<file path="src/rtl/mem_arb_pkg.sv">
// Shared types for the instruction/data memory port arbiter.
//   state_t : transaction sequencer states
//   owner_t : requester that owns the current memory transaction
package mem_arb_pkg;

    typedef enum logic [1:0] {
        IDLE = 2'd0,
        BUSY = 2'd1,
        RESP = 2'd2
    } state_t;

    typedef enum logic {
        OWN_IF = 1'b0,
        OWN_DM = 1'b1
    } owner_t;

endpackage

</file>
<file path="src/rtl/mem_arb_prio.sv">
// Fixed-priority grant with a fetch-starvation escape.
//   if_req, dm_req     : pending requests
//   wait_cnt           : data grants issued while the current fetch waited
//   grant_if, grant_dm : one-hot (or zero) grant, combinational
module mem_arb_prio #(
    parameter int unsigned MAX_WAIT = 4,
    parameter int unsigned CNT_W    = 3
) (
    input  logic             if_req,
    input  logic             dm_req,
    input  logic [CNT_W-1:0] wait_cnt,
    output logic             grant_if,
    output logic             grant_dm
);

    // Data wins unless a fetch has already been overtaken MAX_WAIT times.
    always_comb begin
        grant_dm = dm_req & (~if_req | (wait_cnt < CNT_W'(MAX_WAIT)));
        grant_if = if_req & ~grant_dm;
    end

endmodule

</file>
<file path="src/rtl/mem_port_arbiter.sv">
// Shares one single-port variable-latency memory between fetch and data
// requesters, one outstanding transaction at a time.
//   clk, reset                         : clock, async active-high reset
//   if_req/if_addr -> if_rdata/if_done : fetch requester
//   dm_req/dm_we/dm_addr/dm_wdata
//                  -> dm_rdata/dm_done : data requester
//   mem_req/mem_we/mem_addr/mem_wdata
//                  <- mem_rdata/mem_ack: memory side
//   stall_if, stall_dm                 : combinational hazard-unit stalls
module mem_port_arbiter
    import mem_arb_pkg::*;
#(
    parameter int unsigned WIDTH    = 32,
    parameter int unsigned MAX_WAIT = 4,
    parameter int unsigned CNT_W    = 3
) (
    input  logic             clk,
    input  logic             reset,
    input  logic             if_req,
    input  logic [WIDTH-1:0] if_addr,
    output logic [WIDTH-1:0] if_rdata,
    output logic             if_done,
    input  logic             dm_req,
    input  logic             dm_we,
    input  logic [WIDTH-1:0] dm_addr,
    input  logic [WIDTH-1:0] dm_wdata,
    output logic [WIDTH-1:0] dm_rdata,
    output logic             dm_done,
    output logic             mem_req,
    output logic             mem_we,
    output logic [WIDTH-1:0] mem_addr,
    output logic [WIDTH-1:0] mem_wdata,
    input  logic [WIDTH-1:0] mem_rdata,
    input  logic             mem_ack,
    output logic             stall_if,
    output logic             stall_dm
);

    state_t             state, state_nxt;
    owner_t             owner, owner_nxt;
    logic [CNT_W-1:0]   wait_cnt, wait_cnt_nxt;
    logic               grant_if, grant_dm;
    logic               mem_req_nxt, mem_we_nxt;
    logic [WIDTH-1:0]   mem_addr_nxt, mem_wdata_nxt;
    logic [WIDTH-1:0]   if_rdata_nxt, dm_rdata_nxt;
    logic               if_done_nxt, dm_done_nxt;

    mem_arb_prio #(
        .MAX_WAIT (MAX_WAIT),
        .CNT_W    (CNT_W)
    ) u_prio (
        .if_req   (if_req),
        .dm_req   (dm_req),
        .wait_cnt (wait_cnt),
        .grant_if (grant_if),
        .grant_dm (grant_dm)
    );

    // Stalls release in the done cycle so the pipeline advances with the data.
    assign stall_if = if_req & ~if_done;
    assign stall_dm = dm_req & ~dm_done;

    // Next-state and next-output logic.
    always_comb begin
        state_nxt     = state;
        owner_nxt     = owner;
        wait_cnt_nxt  = wait_cnt;
        mem_req_nxt   = mem_req;
        mem_we_nxt    = mem_we;
        mem_addr_nxt  = mem_addr;
        mem_wdata_nxt = mem_wdata;
        if_rdata_nxt  = if_rdata;
        dm_rdata_nxt  = dm_rdata;
        if_done_nxt   = 1'b0;
        dm_done_nxt   = 1'b0;

        case (state)
            IDLE: begin
                // Counter only tracks overtakes of a fetch that is still waiting.
                if (!if_req || grant_if) begin
                    wait_cnt_nxt = '0;
                end else if (grant_dm && (wait_cnt < CNT_W'(MAX_WAIT))) begin
                    wait_cnt_nxt = wait_cnt + CNT_W'(1);
                end
                if (grant_dm || grant_if) begin
                    owner_nxt     = grant_dm ? OWN_DM : OWN_IF;
                    mem_req_nxt   = 1'b1;
                    mem_we_nxt    = grant_dm & dm_we;
                    mem_addr_nxt  = grant_dm ? dm_addr : if_addr;
                    mem_wdata_nxt = grant_dm ? dm_wdata : '0;
                    state_nxt     = BUSY;
                end
            end
            BUSY: begin
                if (mem_ack) begin
                    mem_req_nxt = 1'b0;
                    state_nxt   = RESP;
                    if (owner == OWN_DM) begin
                        dm_done_nxt = 1'b1;
                        if (!mem_we) dm_rdata_nxt = mem_rdata;
                    end else begin
                        if_done_nxt  = 1'b1;
                        if_rdata_nxt = mem_rdata;
                    end
                end
            end
            RESP: begin
                state_nxt = IDLE;
            end
            default: begin
                state_nxt   = IDLE;
                mem_req_nxt = 1'b0;
            end
        endcase
    end

    // State and registered outputs.
    always_ff @(posedge clk or posedge reset) begin
        if (reset) begin
            state     <= IDLE;
            owner     <= OWN_IF;
            wait_cnt  <= '0;
            mem_req   <= 1'b0;
            mem_we    <= 1'b0;
            mem_addr  <= '0;
            mem_wdata <= '0;
            if_rdata  <= '0;
            dm_rdata  <= '0;
            if_done   <= 1'b0;
            dm_done   <= 1'b0;
        end else begin
            state     <= state_nxt;
            owner     <= owner_nxt;
            wait_cnt  <= wait_cnt_nxt;
            mem_req   <= mem_req_nxt;
            mem_we    <= mem_we_nxt;
            mem_addr  <= mem_addr_nxt;
            mem_wdata <= mem_wdata_nxt;
            if_rdata  <= if_rdata_nxt;
            dm_rdata  <= dm_rdata_nxt;
            if_done   <= if_done_nxt;
            dm_done   <= dm_done_nxt;
        end
    end

endmodule

</file>
<file path="config.mk">
export PLATFORM = sky130hd
export DESIGN_NAME = mem_port_arbiter
export DESIGN_NICKNAME = d
export VERILOG_FILES = /design/src/rtl/mem_arb_pkg.sv /design/src/rtl/mem_arb_prio.sv /design/src/rtl/mem_port_arbiter.sv
export SDC_FILE = /design/constraint.sdc
export NUM_CORES = 1
export LEC_CHECK = 0
export CAP_MARGIN = 5
export CORE_ASPECT_RATIO = 1.2
export CORE_MARGIN = 2
export CORE_UTILIZATION = 29
export CTS_CLUSTER_DIAMETER = 60
export DETAILED_ROUTE_END_ITERATION = 12
export PLACE_DENSITY = 0.65
export SYNTH_ARGS = -nofsm -noshare
export SYNTH_HDL_FRONTEND = slang
export SYNTH_SLANG_ARGS = --single-unit
</file>
<file path="constraint.sdc">
create_clock -name clk -period 4.4 [get_ports clk]
set_clock_uncertainty 0.15 [all_clocks]
set_input_delay 0.88 -clock clk [delete_from_list [all_inputs] [get_ports clk]]
set_output_delay 0.88 -clock clk [all_outputs]
set_load 0.005 [all_outputs]
</file>
**Word-level counts from Yosys, hierarchy flattened**

Index checks and enable logic that the tools add are counted.

- Bitwise gates (word level): 13
- Add/sub/neg operators: 1
- Reductions and logical operators: 12
- Mux-type cells: 17
- Equal/unequal tests: 4
- Magnitude comparators: 1

Operator list:

| operator | number |
|---|---|
| $mux 32 | 2 |
| $mux 1 | 9 |
| $not 1->1 | 7 |
| $mux 3 | 2 |
| $reduce_and 2->1 | 3 |
| $reduce_and 3->1 | 2 |
| $and 1x1->1 | 5 |
| $mux 2 | 2 |
| $ne 2x2->1 const B | 2 |
| $pmux 2 s2 | 1 |
| $reduce_and 4->1 | 1 |
| $add 3x1->3 const B | 1 |
| $lt 3x3->1 const B | 1 |
| $pmux 1 s3 | 1 |
| $eq 2x1->1 const B | 1 |
| $eq 2x2->1 const B | 1 |
| $logic_not 2->1 | 1 |
| $logic_or 1x1->1 | 2 |
| $reduce_bool 2->1 | 1 |
| $logic_and 1x1->1 | 1 |
| $logic_not 1->1 | 1 |
| $or 1x1->1 | 1 |

- Flip-flop bits (word level): 138
- Bits of input ports: 134

**Longest topological paths before layout**

Gate-level depths: netlist of run 1.

- Word-level depth: 8
- Gate-level depth with buffers: 6
- Gate-level depth less buffers: 3

**Modules after synthesis**

A second synthesis of run 1 with hierarchy kept.

- Cell total of the unflattened synthesis: 355
- Area, all modules: 5809.3 µm²

Modules (own cells, without submodules):

| module | area an instance (µm²) | cells an instance | instances |
|---|---|---|---|
| mem_port_arbiter | 5790.6 | 352 | 1 |
| mem_arb_prio | 18.8 | 3 | 1 |

**Least setup slack after synthesis of run 1**

No wires, ideal clock.

- Kind: input-to-reg
- Start point: input mem_ack
- End point: register dm_rdata[0]
- Required time: 4.125 ns
- Setup time: 0.125 ns
- Slack: 2.358 ns
- Data arrival time: 1.767 ns
- Stages on the path: 5
- Buffers on the path: 2
- Cells stage by stage: and4b_1 -> nor2b_4 -> buf_6 -> buf_6 -> mux2_4

- Longest elaborated chain between the ends: 1

Ends and longest elaborated chain:

| what | line | source |
|---|---|---|
| start: declaration | mem_port_arbiter.sv:34 | `input logic mem_ack,` |
| $reduce_and 4->1 (no line) | -- |  |
| end signal: assignment | mem_port_arbiter.sv:140 | `dm_rdata <= dm_rdata_nxt;` |
| end: declaration | mem_port_arbiter.sv:27 | `output logic [WIDTH-1:0] dm_rdata,` |

Every way passes these cells.
A chain may end at the register's enable or synchronous reset.

**Worst setup path after layout of run 1**

- Start point: input if_req
- End point: output stall_if

- Longest elaborated chain between the ends: 1

Ends and longest elaborated chain:

| what | line | source |
|---|---|---|
| start: declaration | mem_port_arbiter.sv:19 | `input logic if_req,` |
| $and 1x1->1 | mem_port_arbiter.sv:60 | `assign stall_if = if_req & ~if_done;` |
| end: declaration | mem_port_arbiter.sv:35 | `output logic stall_if,` |

Every way passes these cells.

==> metrics, run 1 <==
Seq/Total Area, Yosys 0.605; critical-path cell list clkdlybuf4s50_1 -> nor2b_1 -> clkdlybuf4s50_1; Synth area leaders dfrtp_1 61%, mux2_4 16%, a22o_1 5.1%; worst-path fanout max 5; Longest Clk Path Bufs 2; Total Routing Usage GR 0.152; WHS Path Cells 1; Die W 132 µm; reg2reg end mem_wdata[3]$_DFFE_PP0P_; Avg Inst Size Synth roughly 13 µm²; GR Overflow Total 0; clock sinks 138; Pre-Repair DR Iteration Count 4; Synth Instances 427; synth unique cells 28; total clock buffers created by CTS 17; most numerous cell in the Yosys netlist dfrtp_1; Die Y-Extent 158 µm; Clock Latency Late Sink 0.40 ns; post-synth top area cell dfrtp_1; number of diodes 0; #FFs+latches synth 138; Final Cycle Share 0.734; Worst R2R Path Depth 4; WS Path Type input port to primary output; antenna violations before repair 0; HP Class flop to flop; largest net degree at the start of global routing 139; number of global-route vias before repair 4706; Hold Crit Start wait_cnt[0]$_DFFE_PP0P_; Routed WL 15900 µm; Worst-Margin Slew 1.20 ns; core area 0.0194 mm²; Pwr Density 707 mW/mm²; global-route wire length before repair between 20000 and 30000 µm; Syn Nets 562; post-DP HPWL 11500 µm; GPL Wtd Cong 0.807; Initial Util 0.294; Setup Buffers After CTS 0; share of layout cells above drive strength 1 0.156; antenna viol nets, final 0; endpoint arrival time on the critical path 2.20 ns; setup violators final 0; Post-synth EDFFs 0; startpoint types input port; Top FF cell, synth dfrtp_1; worst hold slack 0.349 ns; Worst Path Required 3.37 ns; CTS Hold Bufs 0; I/O pins 268; Hold Crit Endpoint wait_cnt[0]$_DFFE_PP0P_; fin crit period 3.23 ns; post-cts resize count 0; wire length per cell 16.5 µm; H-tree depth 4; crit-path max cell delay 0.61 ns; final hold violations 0; die area 0.0208 mm²; clock root cell clkbuf_16; synthesis-to-finish area growth 61.2%; Peak supply drop approximately 0.25 mV; slowest CP cell clkdlybuf4s50_1; Peak Freq 309 MHz; setup TNS 0 ns; FF-to-FF setup slack 1.91 ns; RSZ-0062 raised after global routing no; CTS tree built; status complete, no violations; fin. max-slew vios 0; DRC viols 0; DRT iter0 DRCs 238; # rows 56; I/O Buffers 267; Clock transition at path regs 0.05 ns; Max Cap Viol 0; r2r startpoint state[0]$_DFFE_PP0P_; Synth top area share 0.605; Slew headroom 0.198; Post-synth top cells 138 x dfrtp_1, 68 x nand2_1, 59 x mux2_4; Crit. Startpoint if_req; Vias 4439; Yosys Warn Count 0; Synth Cell Area 0.00571 mm²; Crit path top cell by count clkdlybuf4s50_1; ys async rst share 1.00; Final #Nets just over 800; leakage approximately 4 nW; Via density 4.62; critical path capture point type primary output
## cell usage in the layout (no fill, tap or decap), drive strengths merged
cell type,Yosys,routed
a21bo,1,1
a21boi,1,1
a21o,1,1
a21oi,32,32
a22o,33,33
a31oi,32,32
and2,1,1
and3b,2,2
and4b,1,1
buf,20,9
bufinv,0,4
clkbuf,14,19
clkdlybuf4s50,0,267
clkinv,0,5
clkinvlp,0,4
dfrtp,138,138
ha,1,1
mux2,64,64
nand2,68,68
nand2b,1,1
nand3,2,2
nor2,1,1
nor2b,4,4
nor3,1,1
o21a,1,1
o21ai,6,6
or2,1,1
## worst max path at each step
stage	endpoint	slack, ns	depth (start not counted)
2_1_floorplan	dm_done$_DFF_PP0_	1.65	1
5_1_grt	stall_if	1.14	3
4_1_cts	stall_if	1.16	3
3_5_place_dp	mem_addr[4]$_DFFE_PP0P_	1.02	6
3_3_place_gp	mem_addr[3]$_DFFE_PP0P_	1.07	6
6_report	stall_if	1.17	3
## through the flow
| step | total power, mW | utilization | cells | setup slack, ns | instance area, µm² |
|---|---|---|---|---|---|
| 2_1_floorplan | 3.46 | - | 427 | 1.65 | 5710 |
| 3_3_place_gp | 5.01 | 0.443 | 930 | 1.07 | 8590 |
| 3_5_place_dp | 5.07 | 0.443 | 930 | 1.02 | 8590 |
| 4_1_cts | 6.59 | 0.474 | 961 | 1.16 | 9200 |
| 5_1_grt | 6.88 | 0.474 | 961 | 1.14 | 9200 |
| 6_report | 6.51 | 0.474 | 961 | 1.17 | 9200 |
## power by group
| part | internal [mW] | switching [mW] | leakage, nW |
|---|---|---|---|
| Combinational | 1.84 | 0.896 | 1.97 |
| Clock | 0.943 | 0.523 | 0.289 |
| Sequential | 1.90 | 0.406 | 1.66 |
| Total | 4.68 | 1.83 | 3.92 |
## cells by family after synthesis
logic type | Yosys count | synth area share
AO/OA/AOI/OAI | 107 | 0.125
adder cells (fa/ha/maj) | 1 | 0.00219
buffers and inverters | 35 | 0.0377
flip-flops | 138 | 0.605
multiplexers | 64 | 0.165
AND/OR/NAND/NOR | 82 | 0.0651
## worst max-delay path: cells and delay by family
kind,cells,cell delay (ns)
buf+inv,2,1.15
simple gates,1,0.17
## metal layers
layer  share of wire  global-route usage  up-vias
met1            0.42               0.190     2182
met3           0.065              0.0442       25
met5               0                   0        -
met2            0.49               0.250      186
li1                -                   -     2046
met4           0.024              0.0595        0
## registers in the layout, summed over array words and instances (netlist names)
name and cells:
if_rdata 32, if_done 1, mem_we 1, owner 1, mem_addr 32, mem_wdata 32
dm_done 1, state 2, wait_cnt 3, mem_req 1, dm_rdata 32
## final cells by class
| class | instances | area [µm²] |
|---|---|---|
| Clock buffer | 19 | 433 |
| Tap cell | 261 | 327 |
| Timing Repair Buffer | 276 | 2750 |
| Multi-Input combinational cell | 254 | 2050 |
| Clock inverter | 12 | 175 |
| Sequential cell | 138 | 3450 |
| Fill cell | 1757 | 10200 |
| Inverter | 1 | 7.51 |
Power figures use the tool's default switching activity.
==> run 2, diff against run 1 <==
--- a/config.mk
+++ b/config.mk
@@ -11,7 +11,7 @@
 export CORE_UTILIZATION = 29
 export CTS_CLUSTER_DIAMETER = 60
 export DETAILED_ROUTE_END_ITERATION = 12
-export PLACE_DENSITY = 0.65
+export PLACE_DENSITY = 0.63
 export SYNTH_ARGS = -nofsm -noshare
 export SYNTH_HDL_FRONTEND = slang
 export SYNTH_SLANG_ARGS = --single-unit
==> constraint.sdc (replaced) <==
create_clock -name clk -period 3.4 [get_ports clk]
set_clock_uncertainty 0.15 [all_clocks]
set_input_delay 0.68 -clock clk [delete_from_list [all_inputs] [get_ports clk]]
set_output_delay 0.68 -clock clk [all_outputs]
set_load 0.005 [all_outputs]
==> metrics, run 2 (synthesis results as in run 1) <==
number of diodes 0 (unchanged); Slew headroom 0.241 (+0.0429); final instance area 0.00925 mm² (+0.56%); Max Cap Viol 0 (unchanged); WHS Path Cells 1 (unchanged); DRT iter0 DRCs 135 (-43%); CTS tree built; Peak Freq between 300 and 400 MHz; status complete, no violations; wire length per cell 16.6 µm (+0.67%); total clock buffers created by CTS 17 (unchanged); Clock transition at path regs 0.06 ns (about the same); DRC viols 0 (unchanged); CTS Hold Bufs 0 (unchanged); Reg area 0.00345 mm² (unchanged); Final #Nets 825 (+0.24%); PnR worst setup slack 0.613 ns (-0.556 ns); GPL Wtd Cong 0.767 (-4.9%); final total power 8.44 mW (+30%); Die Y-Extent 158 µm (unchanged); setup TNS 0 ns (unchanged); Via density 4.63 (+0.16%); post-DP HPWL 11500 µm (-0.18%); worst-path fanout max 5 (unchanged); die area 0.0208 mm² (unchanged); Worst Path Required 2.57 ns (-0.80 ns); critical path capture point type primary output; synthesis-to-finish area growth 62.1%; antenna viol nets, final 0 (unchanged); Total Routing Usage GR 0.154 (+0.00137); core area 0.0194 mm² (unchanged); GR Overflow Total 0 (unchanged); H-tree depth 4 (unchanged); clock sinks 138 (unchanged); DP Worst Slack 0.447 ns (-0.570 ns); post-cts resize count 0 (unchanged); endpoint arrival time on the critical path 1.96 ns (-0.24 ns); final hold violations 0 (unchanged); Placed Cells 932 (+0.22%); Setup Buffers After CTS 0 (unchanged); Crit. Startpoint if_req; r2r startpoint state[0]$_DFFE_PP0P_; fin crit period around 2.8 ns; Hold Crit Start mem_req$_DFFE_PP0P_; Worst R2R Path Depth 3 (-1); HP Class flop to flop; Die W 132 µm (unchanged); WS Path Type input port to primary output; most frequent cells in the layout 267 x clkdlybuf4s50_1, 138 x dfrtp_1, 68 x nand2_1; setup violators final 0 (unchanged); global-route wire length before repair 25000 µm (-0.77%); Clock Latency Late Sink 0.40 ns (about the same); share of layout cells above drive strength 1 0.162 (+0.00645); largest net degree at the start of global routing 66 (-53%); leakage 3.94 nW (+0.60%); fin. max-slew vios 0 (unchanged); Non-Filler Instances 964 (+0.31%); Final Cycle Share 0.820; number of global-route vias before repair 4779 (+1.6%); I/O Buffers 267 (unchanged); most common cell after layout, fill and taps aside clkdlybuf4s50_1; Routed WL 16000 µm (+0.98%); startpoint types input port; Pwr Density 912 mW/mm² (+29%); Longest Clk Path Bufs 2 (unchanged); Final Core Density 0.477 (+0.00264); Placement Cell Area 0.00863 mm² (+0.47%); Pre-Repair DR Iteration Count 4 (unchanged); antenna violations before repair 0 (unchanged); area of the multi-input gates 0.00205 mm² (unchanged); Vias 4460 (+0.47%); RSZ-0062 raised after global routing no; # rows 56 (unchanged); Worst-Margin Slew 1.14 ns (-0.0605 ns); worst hold slack 0.350 ns (+0.00186 ns); Initial Util 0.294 (unchanged); FF-to-FF setup slack 1.32 ns (-0.59 ns); # fillers 1760 (+0.17%); clock root cell clkbuf_16; I/O pins 268 (unchanged); Peak supply drop 0.413 mV (+63%)
## run 2: final cells by class
type	count	area share
Inverter	1	0.000812
Sequential cell	138	0.373
Clock buffer	19	0.0490
Timing Repair Buffer	278	0.302
Multi-Input combinational cell	254	0.222
Clock inverter	13	0.0180
Tap cell	261	0.0353
## run 2: layer usage
layer / vias up / track usage / routed length, µm
met3: 25 / 0.0516 / 1200
met5: - / 0 / 0
li1: 2045 / - / -
met2: 207 / 0.265 / 8020
met1: 2183 / 0.177 / 6520
met4: 0 / 0.0585 / 303
## run 2: worst max-delay path, stage by stage
cell and delay [ns]:
clkdlybuf4s50_1 0.60, nor2b_1 0.17, clkdlybuf4s50_1 0.51
## run 2: path summary, 6_finish.rpt
check,endpoint
max,stall_if
min,mem_req$_DFFE_PP0P_
max reg2reg,mem_addr[4]$_DFFE_PP0P_
min reg2reg,mem_req$_DFFE_PP0P_
max in group asynchronous,mem_wdata[16]$_DFFE_PP0P_
min in group asynchronous,if_rdata[1]$_DFFE_PP0P_
## run 2: report_power, final
| group | switching [mW] | total [mW] | internal [mW] | leakage [nW] |
|---|---|---|---|---|
| logic | 1.17 | 3.56 | 2.39 | 1.98 |
| clock network | 0.712 | 1.91 | 1.20 | 0.296 |
| registers | 0.510 | 2.97 | 2.46 | 1.66 |
| total | 2.39 | 8.44 | 6.05 | 3.94 |
